File: src/rtl/fp_addsub_pipe.sv
// Streaming floating-point adder/subtractor: input register, align, add, normalize, round/pack.
// One operand pair per cycle; result and flags appear four edges after in_valid is sampled.
module fp_addsub_pipe #(
  parameter int EXP_W = 5,
  parameter int MAN_W = 10,
  parameter int W     = EXP_W + MAN_W + 1
) (
  input  logic         clk,
  input  logic         rst,
  input  logic         in_valid,
  input  logic [W-1:0] a,
  input  logic [W-1:0] b,
  input  logic         sub,
  output logic         out_valid,
  output logic [W-1:0] result,
  output logic         over,
  output logic         under,
  output logic         invalid,
  output logic         inexact
);
  localparam int FW   = MAN_W + 4;          // {hidden, frac, guard, round, sticky}
  localparam int LZ_W = $clog2(FW);
  localparam int XW   = EXP_W + LZ_W + 2;   // signed exponent, room for normalize underflow
  localparam int RW   = MAN_W + 2;
  localparam logic [EXP_W-1:0] EXP_MAX = '1;
  localparam logic [W-1:0]     QNAN    = {1'b0, EXP_MAX, 1'b1, {(MAN_W-1){1'b0}}};

  // ---------------- stage 0: input register ----------------
  logic         s0_valid, s0_sub;
  logic [W-1:0] s0_a, s0_b;

  logic                s1_valid, s1_sign, s1_eff_sub, s1_spec, s1_inv;
  logic [EXP_W-1:0]    s1_exp;
  logic [FW-1:0]       s1_big, s1_small;
  logic [W-1:0]        s1_spec_res;

  logic                s2_valid, s2_sign, s2_eff_sub, s2_spec, s2_inv;
  logic [EXP_W-1:0]    s2_exp;
  logic [FW:0]         s2_sum;
  logic [W-1:0]        s2_spec_res;

  logic                s3_valid, s3_sign, s3_zero, s3_spec, s3_inv;
  logic signed [XW-1:0] s3_exp;
  logic [FW-1:0]       s3_man;
  logic [W-1:0]        s3_spec_res;

  always_ff @(posedge clk) begin
    if (rst) begin
      s0_valid <= 1'b0;
      s1_valid <= 1'b0;
      s2_valid <= 1'b0;
      s3_valid <= 1'b0;
    end else begin
      s0_valid <= in_valid;
      s1_valid <= s0_valid;
      s2_valid <= s1_valid;
      s3_valid <= s2_valid;
    end
  end

  // NOTE: datapath registers carry no reset; the valid bits alone decide what is meaningful.
  always_ff @(posedge clk) begin
    s0_a   <= a;
    s0_b   <= b;
    s0_sub <= sub;
  end

  // ---------------- stage 1: unpack, classify, swap, align ----------------
  logic             sa, sb, a_inf, b_inf, a_nan, b_nan, a_big, big_s;
  logic [EXP_W-1:0] ea, eb, big_e, small_e, shift;
  logic [W-2:0]     mag_a, mag_b;
  logic [MAN_W:0]   man_a, man_b, big_m, small_m;
  logic [FW-1:0]    small_ext, aligned;
  logic [2*FW-1:0]  wide;
  logic             spec1, inv1;
  logic [W-1:0]     spec_res1;

  // NOTE: every always_comb output gets a default first so no path can infer a latch.
  always_comb begin
    sa        = s0_a[W-1];
    sb        = s0_b[W-1] ^ s0_sub;
    ea        = s0_a[W-2:MAN_W];
    eb        = s0_b[W-2:MAN_W];
    a_inf     = (ea == EXP_MAX) && (s0_a[MAN_W-1:0] == '0);
    b_inf     = (eb == EXP_MAX) && (s0_b[MAN_W-1:0] == '0);
    a_nan     = (ea == EXP_MAX) && (s0_a[MAN_W-1:0] != '0);
    b_nan     = (eb == EXP_MAX) && (s0_b[MAN_W-1:0] != '0);
    spec1     = a_inf | b_inf | a_nan | b_nan;
    inv1      = 1'b0;
    spec_res1 = QNAN;
    if (a_nan || b_nan || (a_inf && b_inf && (sa != sb))) inv1 = 1'b1;
    else if (a_inf) spec_res1 = {sa, EXP_MAX, {MAN_W{1'b0}}};
    else if (b_inf) spec_res1 = {sb, EXP_MAX, {MAN_W{1'b0}}};

    // Exponent zero flushes to zero, so subnormal fraction bits never reach the datapath.
    mag_a = (ea == '0) ? '0 : s0_a[W-2:0];
    mag_b = (eb == '0) ? '0 : s0_b[W-2:0];
    man_a = (ea == '0) ? '0 : {1'b1, s0_a[MAN_W-1:0]};
    man_b = (eb == '0) ? '0 : {1'b1, s0_b[MAN_W-1:0]};
    a_big = (mag_a >= mag_b);
    big_s   = a_big ? sa : sb;
    big_e   = a_big ? ea : eb;
    big_m   = a_big ? man_a : man_b;
    small_e = a_big ? eb : ea;
    small_m = a_big ? man_b : man_a;

    shift     = big_e - small_e;
    small_ext = {small_m, 3'b000};
    wide      = {small_ext, {FW{1'b0}}} >> shift;
    if (int'(shift) >= FW) aligned = {{(FW-1){1'b0}}, |small_ext};
    else                   aligned = {wide[2*FW-1:FW+1], wide[FW] | (|wide[FW-1:0])};
  end

  always_ff @(posedge clk) begin
    s1_sign     <= big_s;
    s1_exp      <= big_e;
    s1_big      <= {big_m, 3'b000};
    s1_small    <= aligned;
    s1_eff_sub  <= sa ^ sb;
    s1_spec     <= spec1;
    s1_inv      <= inv1;
    s1_spec_res <= spec_res1;
  end

  // ---------------- stage 2: magnitude add/subtract ----------------
  always_ff @(posedge clk) begin
    s2_sum      <= s1_eff_sub ? ({1'b0, s1_big} - {1'b0, s1_small})
                              : ({1'b0, s1_big} + {1'b0, s1_small});
    s2_sign     <= s1_sign;
    s2_exp      <= s1_exp;
    s2_eff_sub  <= s1_eff_sub;
    s2_spec     <= s1_spec;
    s2_inv      <= s1_inv;
    s2_spec_res <= s1_spec_res;
  end

  // ---------------- stage 3: normalize ----------------
  logic [LZ_W-1:0]      lzc;
  logic [FW-1:0]        norm_m;
  logic signed [XW-1:0] norm_e;
  logic                 zero3;

  always_comb begin
    lzc = '0;
    for (int i = 0; i < FW; i++) begin
      if (s2_sum[i]) lzc = LZ_W'(FW - 1 - i);
    end
    zero3 = (s2_sum == '0);
    if (s2_sum[FW]) begin
      norm_m = {s2_sum[FW:2], s2_sum[1] | s2_sum[0]};
      norm_e = $signed(XW'(s2_exp) + XW'(1));
    end else begin
      norm_m = s2_sum[FW-1:0] << lzc;
      norm_e = $signed(XW'(s2_exp) - XW'(lzc));
    end
  end

  always_ff @(posedge clk) begin
    s3_man      <= norm_m;
    s3_exp      <= norm_e;
    s3_zero     <= zero3;
    // Exact cancellation yields +0; adding like-signed zeros keeps their sign.
    s3_sign     <= (zero3 && s2_eff_sub) ? 1'b0 : s2_sign;
    s3_spec     <= s2_spec;
    s3_inv      <= s2_inv;
    s3_spec_res <= s2_spec_res;
  end

  // ---------------- stage 4: round to nearest even, pack, flags ----------------
  logic [RW-1:0]        rnd;
  logic signed [XW-1:0] e4;
  logic                 rnd_up;
  logic [W-1:0]         res4;
  logic                 over4, under4, inv4, inx4;

  always_comb begin
    rnd_up = s3_man[2] & (s3_man[1] | s3_man[0] | s3_man[3]);
    rnd    = {1'b0, s3_man[FW-1:3]} + RW'(rnd_up);
    e4     = $signed(s3_exp + XW'(rnd[RW-1]));
    res4   = {s3_sign, e4[EXP_W-1:0], rnd[RW-1] ? {MAN_W{1'b0}} : rnd[MAN_W-1:0]};
    over4  = 1'b0;
    under4 = 1'b0;
    inv4   = 1'b0;
    inx4   = |s3_man[2:0];
    if (s3_spec) begin
      res4 = s3_spec_res;
      inv4 = s3_inv;
      inx4 = 1'b0;
    end else if (s3_zero) begin
      res4 = {s3_sign, {(W-1){1'b0}}};
      inx4 = 1'b0;
    end else if (e4 >= $signed(XW'(EXP_MAX))) begin
      res4  = {s3_sign, EXP_MAX, {MAN_W{1'b0}}};
      over4 = 1'b1;
      inx4  = 1'b1;
    end else if (e4 <= $signed(XW'(0))) begin
      res4   = {s3_sign, {(W-1){1'b0}}};
      under4 = 1'b1;
      inx4   = 1'b1;
    end
  end

  always_ff @(posedge clk) begin
    if (rst) begin
      out_valid <= 1'b0;
      result    <= '0;
      over      <= 1'b0;
      under     <= 1'b0;
      invalid   <= 1'b0;
      inexact   <= 1'b0;
    end else begin
      out_valid <= s3_valid;
      if (s3_valid) begin
        result  <= res4;
        over    <= over4;
        under   <= under4;
        invalid <= inv4;
        inexact <= inx4;
      end
    end
  end
endmodule

File: config.mk
export PLATFORM = sky130hd
export DESIGN_NAME = fp_addsub_pipe
export DESIGN_NICKNAME = d
export VERILOG_FILES = /design/src/rtl/fp_addsub_pipe.sv
export SDC_FILE = /design/constraint.sdc
export NUM_CORES = 1
export LEC_CHECK = 0
export ABC_AREA = 1
export CORE_MARGIN = 1
export CORE_UTILIZATION = 52
export CTS_CLUSTER_SIZE = 14
export DETAILED_ROUTE_END_ITERATION = 6
export GPL_ROUTABILITY_DRIVEN = 1
export PLACE_DENSITY = 0.71
export SYNTH_ARGS = -nofsm -noshare
export SYNTH_HDL_FRONTEND = slang
export SYNTH_SLANG_ARGS = --single-unit
File: constraint.sdc
create_clock -name clk -period 10.6 [get_ports clk]
set_clock_uncertainty 0.1 [all_clocks]
set_input_delay 1.59 -clock clk [delete_from_list [all_inputs] [get_ports clk]]
set_output_delay 1.59 -clock clk [all_outputs]
set_load 0.02 [all_outputs]
# Word level (Yosys, flattened, before mapping)
# Cells that the tools add are included.
# totals
register_bits,193
input_bits,36
out_inout_bits,21
# op_classes
add_sub_neg,7
n_lt_le_gt_ge,4
eq_ne,3
shifts,2
mux,47
n_bitwise,10
n_reduce_logical,20
# op_table
op,n
$mux 15,6
$mux 4,14
$mux 11,5
$mux 16,3
$shr 28x5->28,1
$logic_not 10->1,2
$reduce_bool 10->1,2
$add 14x14->15,1
$ge 15x15->1,1
$logic_not 15->1,1
$mux 1,15
$sub 14x14->15,1
$reduce_or 14->1,1
$shl 14x4->14,1
$mux 13,1
$add 11x1->12,1
$add 11x1->11,1
$ge 11x6->1 const B,1
$le 11x1->1 const B,1
$reduce_or 11->1,1
$eq 5x5->1 const B,2
$logic_not 5->1,2
$mux 10,1
$mux 5,2
other kinds (12),26

# Longest topological paths before layout
# depth
depth_word,16
mapped_depth,30

# Least setup slack after synthesis
# No wires, ideal clock.
# synth_timing
path_kind,register -> register
start,reg s0_a[10]
end,reg s1_small[0]
setup_ps,118
t_arrival_ps,3246
required_ps,10382
slack_ps,7136
stages_incl_launch_ff,27
path_buffers,2
cell_sequence,dfxtp_1 nor2_1 nand3_2 buf_6 nand2_1 inv_1 ha_1 nand2_1 a21oi_1 nand2_1 nand2_1 nand2_1 nand2_2 nor2_8 nand2_8 nand2_1 o21ai_2 o21bai_2 ha_1 clkbuf_1 nand3_1 nand3_1 nand3_1 nor2_1 nand3_1 nand2_1 a21oi_1
# synth_via
elab_chain_cells,9
# synth_lines
item,line,text
from (decl),30,"logic [W-1:0] s0_a, s0_b;"
from (signal assigned),63,s0_a <= a;
$logic_not 5->1,96,mag_a = (ea == '0) ? '0 : s0_a[W-2:0];
$mux 15,96,
$ge 15x15->1,100,a_big = (mag_a >= mag_b);
$mux 5 (*),102,big_e = a_big ? ea : eb;
net big_e[0],70,"logic [EXP_W-1:0] ea, eb, big_e, small_e, shift;"
$sub 5x5->5 (*),107,shift = big_e - small_e;
$shr 28x5->28,109,"wide = {small_ext, {FW{1'b0}}} >> shift;"
$reduce_or 14->1,111,"else aligned = {wide[2*FW-1:FW+1], wide[FW] | (|wide[FW-1:0])};"
$or 1x1->1,111,
$mux 1 (*),110,"if (int'(shift) >= FW) aligned = {{(FW-1){1'b0}}, |small_ext};"
net aligned[0],73,"logic [FW-1:0] small_ext, aligned;"
to (signal assigned),118,s1_small <= aligned;
to (decl),34,"logic [FW-1:0] s1_big, s1_small;"
# The timed path passes the listed nets; every way through them passes the cells marked *.
# A chain may end at the register's enable or synchronous reset.

# Worst setup path in the final report
# Ends and elaborated chain as after synthesis.

==> key figures <==
Placement
  – Port bufs: 56
  – Cell total after placement: 1271
  – Dpl hpwl: 13300 um
  – Routability congestion estimate: 0.917
  – Place WS: 6.21 ns

Clock tree
  – Post-cts sizing count: 0
  – Num CTS Buffers: 17
  – Clock latency at the later pin of the worst-skew pair: 0.43 ns
  – CTS H-tree lvls: 4
  – Hold buffers post-CTS: 0
  – Clock sinks: 147
  – Clock transition at path regs: 0.07 ns
  – Max clock buf depth: 2
  – CTS tree: yes
  – Root buffer cell: clkbuf_16
  – Setup repair bufs after CTS: 0

GRT
  – Met2 Use GR: 37.2%
  – Tot GR Track Use: 22.7%
  – Global-route wire length before repair: 28600 um
  – Initial antenna violation count: 0
  – M1 GR Usage: 29.7%
  – Pin count of the biggest net entering global routing: 56
  – GRT Residual Overflow: 0
  – Vias in the first global route: 6103
  – Met3 global-route usage: 4.04%
  – Most Crowded Layer GR: met2

Logic synthesis
  – Most frequent cells after synthesis: 229 x nand2_1, 147 x dfxtp_1, 123 x inv_1, 114 x nand3_1, 82 x o21ai_0
  – Compound-gate portion of the synthesized area: 13.5%
  – Mapped cell area: 0.00779 mm2
  – Largest family of logic cells by synthesized area: simple AND/OR/NAND/NOR gates
  – Yosys top cell area share: 37.8%
  – Mux contribution to synthesized area: 0.530%
  – Most frequent cell after synthesis: nand2_1
  – Yosys warns: 0
  – Yosys cell types: 56
  – Adder-cell share of the synthesized area: 7.58%
  – Synthesized Nets: 1146
  – Largest cells by area after synthesis: dfxtp_1 38%, nand2_1 11%, nand3_1 7.3%
  – Post-Synth Simple-Gate Area: 29.5%
  – Top cell type by total area after synthesis: dfxtp_1
  – Async SR Flop Fraction: 0%
  – #FFs+latches synth: 147
  – Sequential area share after synthesis: 37.8%
  – Mapped Cells: 1064
  – Main synth FF type: dfxtp_1
  – Synth Area per Inst: 7.32 um2
  – EDFF count, synth: 0
  – Xor/xnor cell area share of the yosys netlist: 2.25%

Finish
  – Layout cells sized above 1: 8.94%
  – Filler Cell Count: 1342
  – Final net count: 1188
  – Layout area overhead: 15.3%
  – Multi-input logic area: 0.00416 mm2
  – FF/Latch Area: 0.00294 mm2
  – N_diodes: 0
  – Final Non-Filler Cells: 1303

Route
  – Wire per inst: 13.2 um
  – Initial drt markers: 381
  – Routed Antenna Nets: 0
  – Routed wire length: 17200 um
  – Routed via count: 6823
  – Post-DR vias/cell: 5.24
  – DRC Markers: 0
  – Pre-antenna DRT Iters: 6

STA
  – Worst hold slack: 0.228 ns
  – Final worst setup slack: 6.14 ns
  – Fin Setup TNS: 0 ns
  – RSZ-0062 raised after global routing: false
  – Fin. max-slew vios: 0
  – Final setup fails: 0
  – Max frequency: 224 MHz
  – Final hold vios: 0
  – Slew headroom: 40.0%
  – Tcrit/Tclk final: 42.1%
  – Worst Tran Pin Value: 0.901 ns
  – Final min period: 4.46 ns

Setup path
  – CP max stage delay: 0.58 ns
  – Crit path max-delay cell type: ha_1
  – Crit path top cell by count: nand2_1
  – WP data required: 10.85 ns
  – CP bufs+invs: 2
  – WP data arrival: 4.71 ns
  – Crit path kind: flip-flop to flip-flop
  – Top delay family on crit path: simple AND/OR/NAND/NOR gates
  – CP startpoint kind: flip-flop
  – Setup crit end kind: flip-flop
  – Worst-path fanout max: 55

Floorplanning
  – Row count: 44
  – Die W: 124 um
  – Io pins: 57
  – Core region area: 0.0146 mm2
  – Die H: 124 um
  – Initial Util: 53.4%
  – Die area: 0.0155 mm2

Pwr
  – Pleak: 4.10 nW
  – VDD IR max: 0.118 mV
  – Pwr dens: 221 mW/mm2

Run status
  – Status: finished clean

Run
  – Max-cap violations: 0

Worst hold path
  – Hold crit path type: flip-flop to flip-flop
[final timing paths]
path                                      from             end  slack (ns)  cells past startpoint
worst min-delay path            s1_spec_res[9]  s2_spec_res[9]        0.23                      0
worst max register to register        s0_a[10]     s1_small[0]        6.14                     25
worst min register to register  s1_spec_res[9]  s2_spec_res[9]        0.23                      0
worst max-delay path                  s0_a[10]     s1_small[0]        6.14                     25
[cell usage in the layout, fill, tap and decap left out, drive strengths merged, types with 11 or more instances in the layout]
master / Yosys / routed
dfxtp: 147 / 147
nand4: 11 / 11
nor2: 80 / 80
o21ai: 90 / 90
inv: 130 / 139
nand2: 251 / 251
nand3: 120 / 120
nor3: 15 / 15
clkdlybuf4s50: 0 / 56
clkbuf: 25 / 17
xor2: 17 / 17
a21oi: 59 / 59
ha: 44 / 44
[state kept, by name, indices dropped and copies added (netlist names), 7 cells and up]
name,flops
s1_small,14
s0_a,16
s0_b,16
s3_exp,7
result,16
s3_man,14
s1_big,11
s2_sum,15
[power breakdown]
group          internal, mW  total, mW  switching (mW)
logic                 0.245      0.680           0.435
clock network         0.313      0.577           0.264
registers             0.659      0.730          0.0711
[per-stage QoR]
step | utilization, % | instance area [um2] | total power, mW
final | 61.6 | 8990 | 1.99
after global placement | 57.6 | 8410 | 1.41
after global routing | 61.6 | 8990 | 2.13
after detailed placement | 57.6 | 8410 | 1.42
after CTS | 61.6 | 8990 | 2.00
after floorplan | - | 7790 | 1.26
[metal layers]
| layer | up-vias | share of wire [%] | wire length [um] |
|---|---|---|---|
| li1 | 3579 | - | - |
| met1 | 3064 | 47 | 8140 |
| met2 | 148 | 47 | 8090 |
| met3 | 32 | 3.8 | 650 |
| met4 | 0 | 2.0 | 342 |
| met5 | - | 0 | 0 |
[cells by family (layout without fill, tap and decap cells)]
family / count (synthesis) / count (layout)
mux: 4 / 4
flops: 147 / 147
simple gates: 494 / 494
buf+inv: 168 / 223
xor+xnor: 20 / 20
fa+ha+maj: 46 / 46
compound gates: 185 / 185
[area by class of cell]
| cell class | instances | share of cell area [%] |
|---|---|---|
| Clock inverter | 15 | 1.73 |
| Sequential cell | 147 | 32.7 |
| Clock buffer | 17 | 4.73 |
| Multi-Input combinational cell | 749 | 46.3 |
| Inverter | 133 | 5.57 |
| Tap cell | 184 | 2.56 |
| Timing Repair Buffer | 58 | 6.40 |
[worst reg2reg max path: stages, from the launching register on]
cell and delay (ns):
dfxtp_1 0.38, nor2_1 0.15, nand3_2 0.30, nand2_1 0.14
inv_1 0.08, ha_1 0.31, nand2_1 0.07, a21oi_1 0.04
nand2_1 0.06, nand2_1 0.04, nand2_1 0.07, nand2_2 0.08
nor2_8 0.28, nand2_8 0.24, nand2_1 0.15, o21ai_2 0.06
o21bai_2 0.22, ha_1 0.58, inv_1 0.25, nand3_1 0.17
nand3_1 0.15, nand3_1 0.14, nor2_1 0.05, nand3_1 0.07
nand2_1 0.05, a21oi_1 0.14
Power figures use the tool's default switching activity.
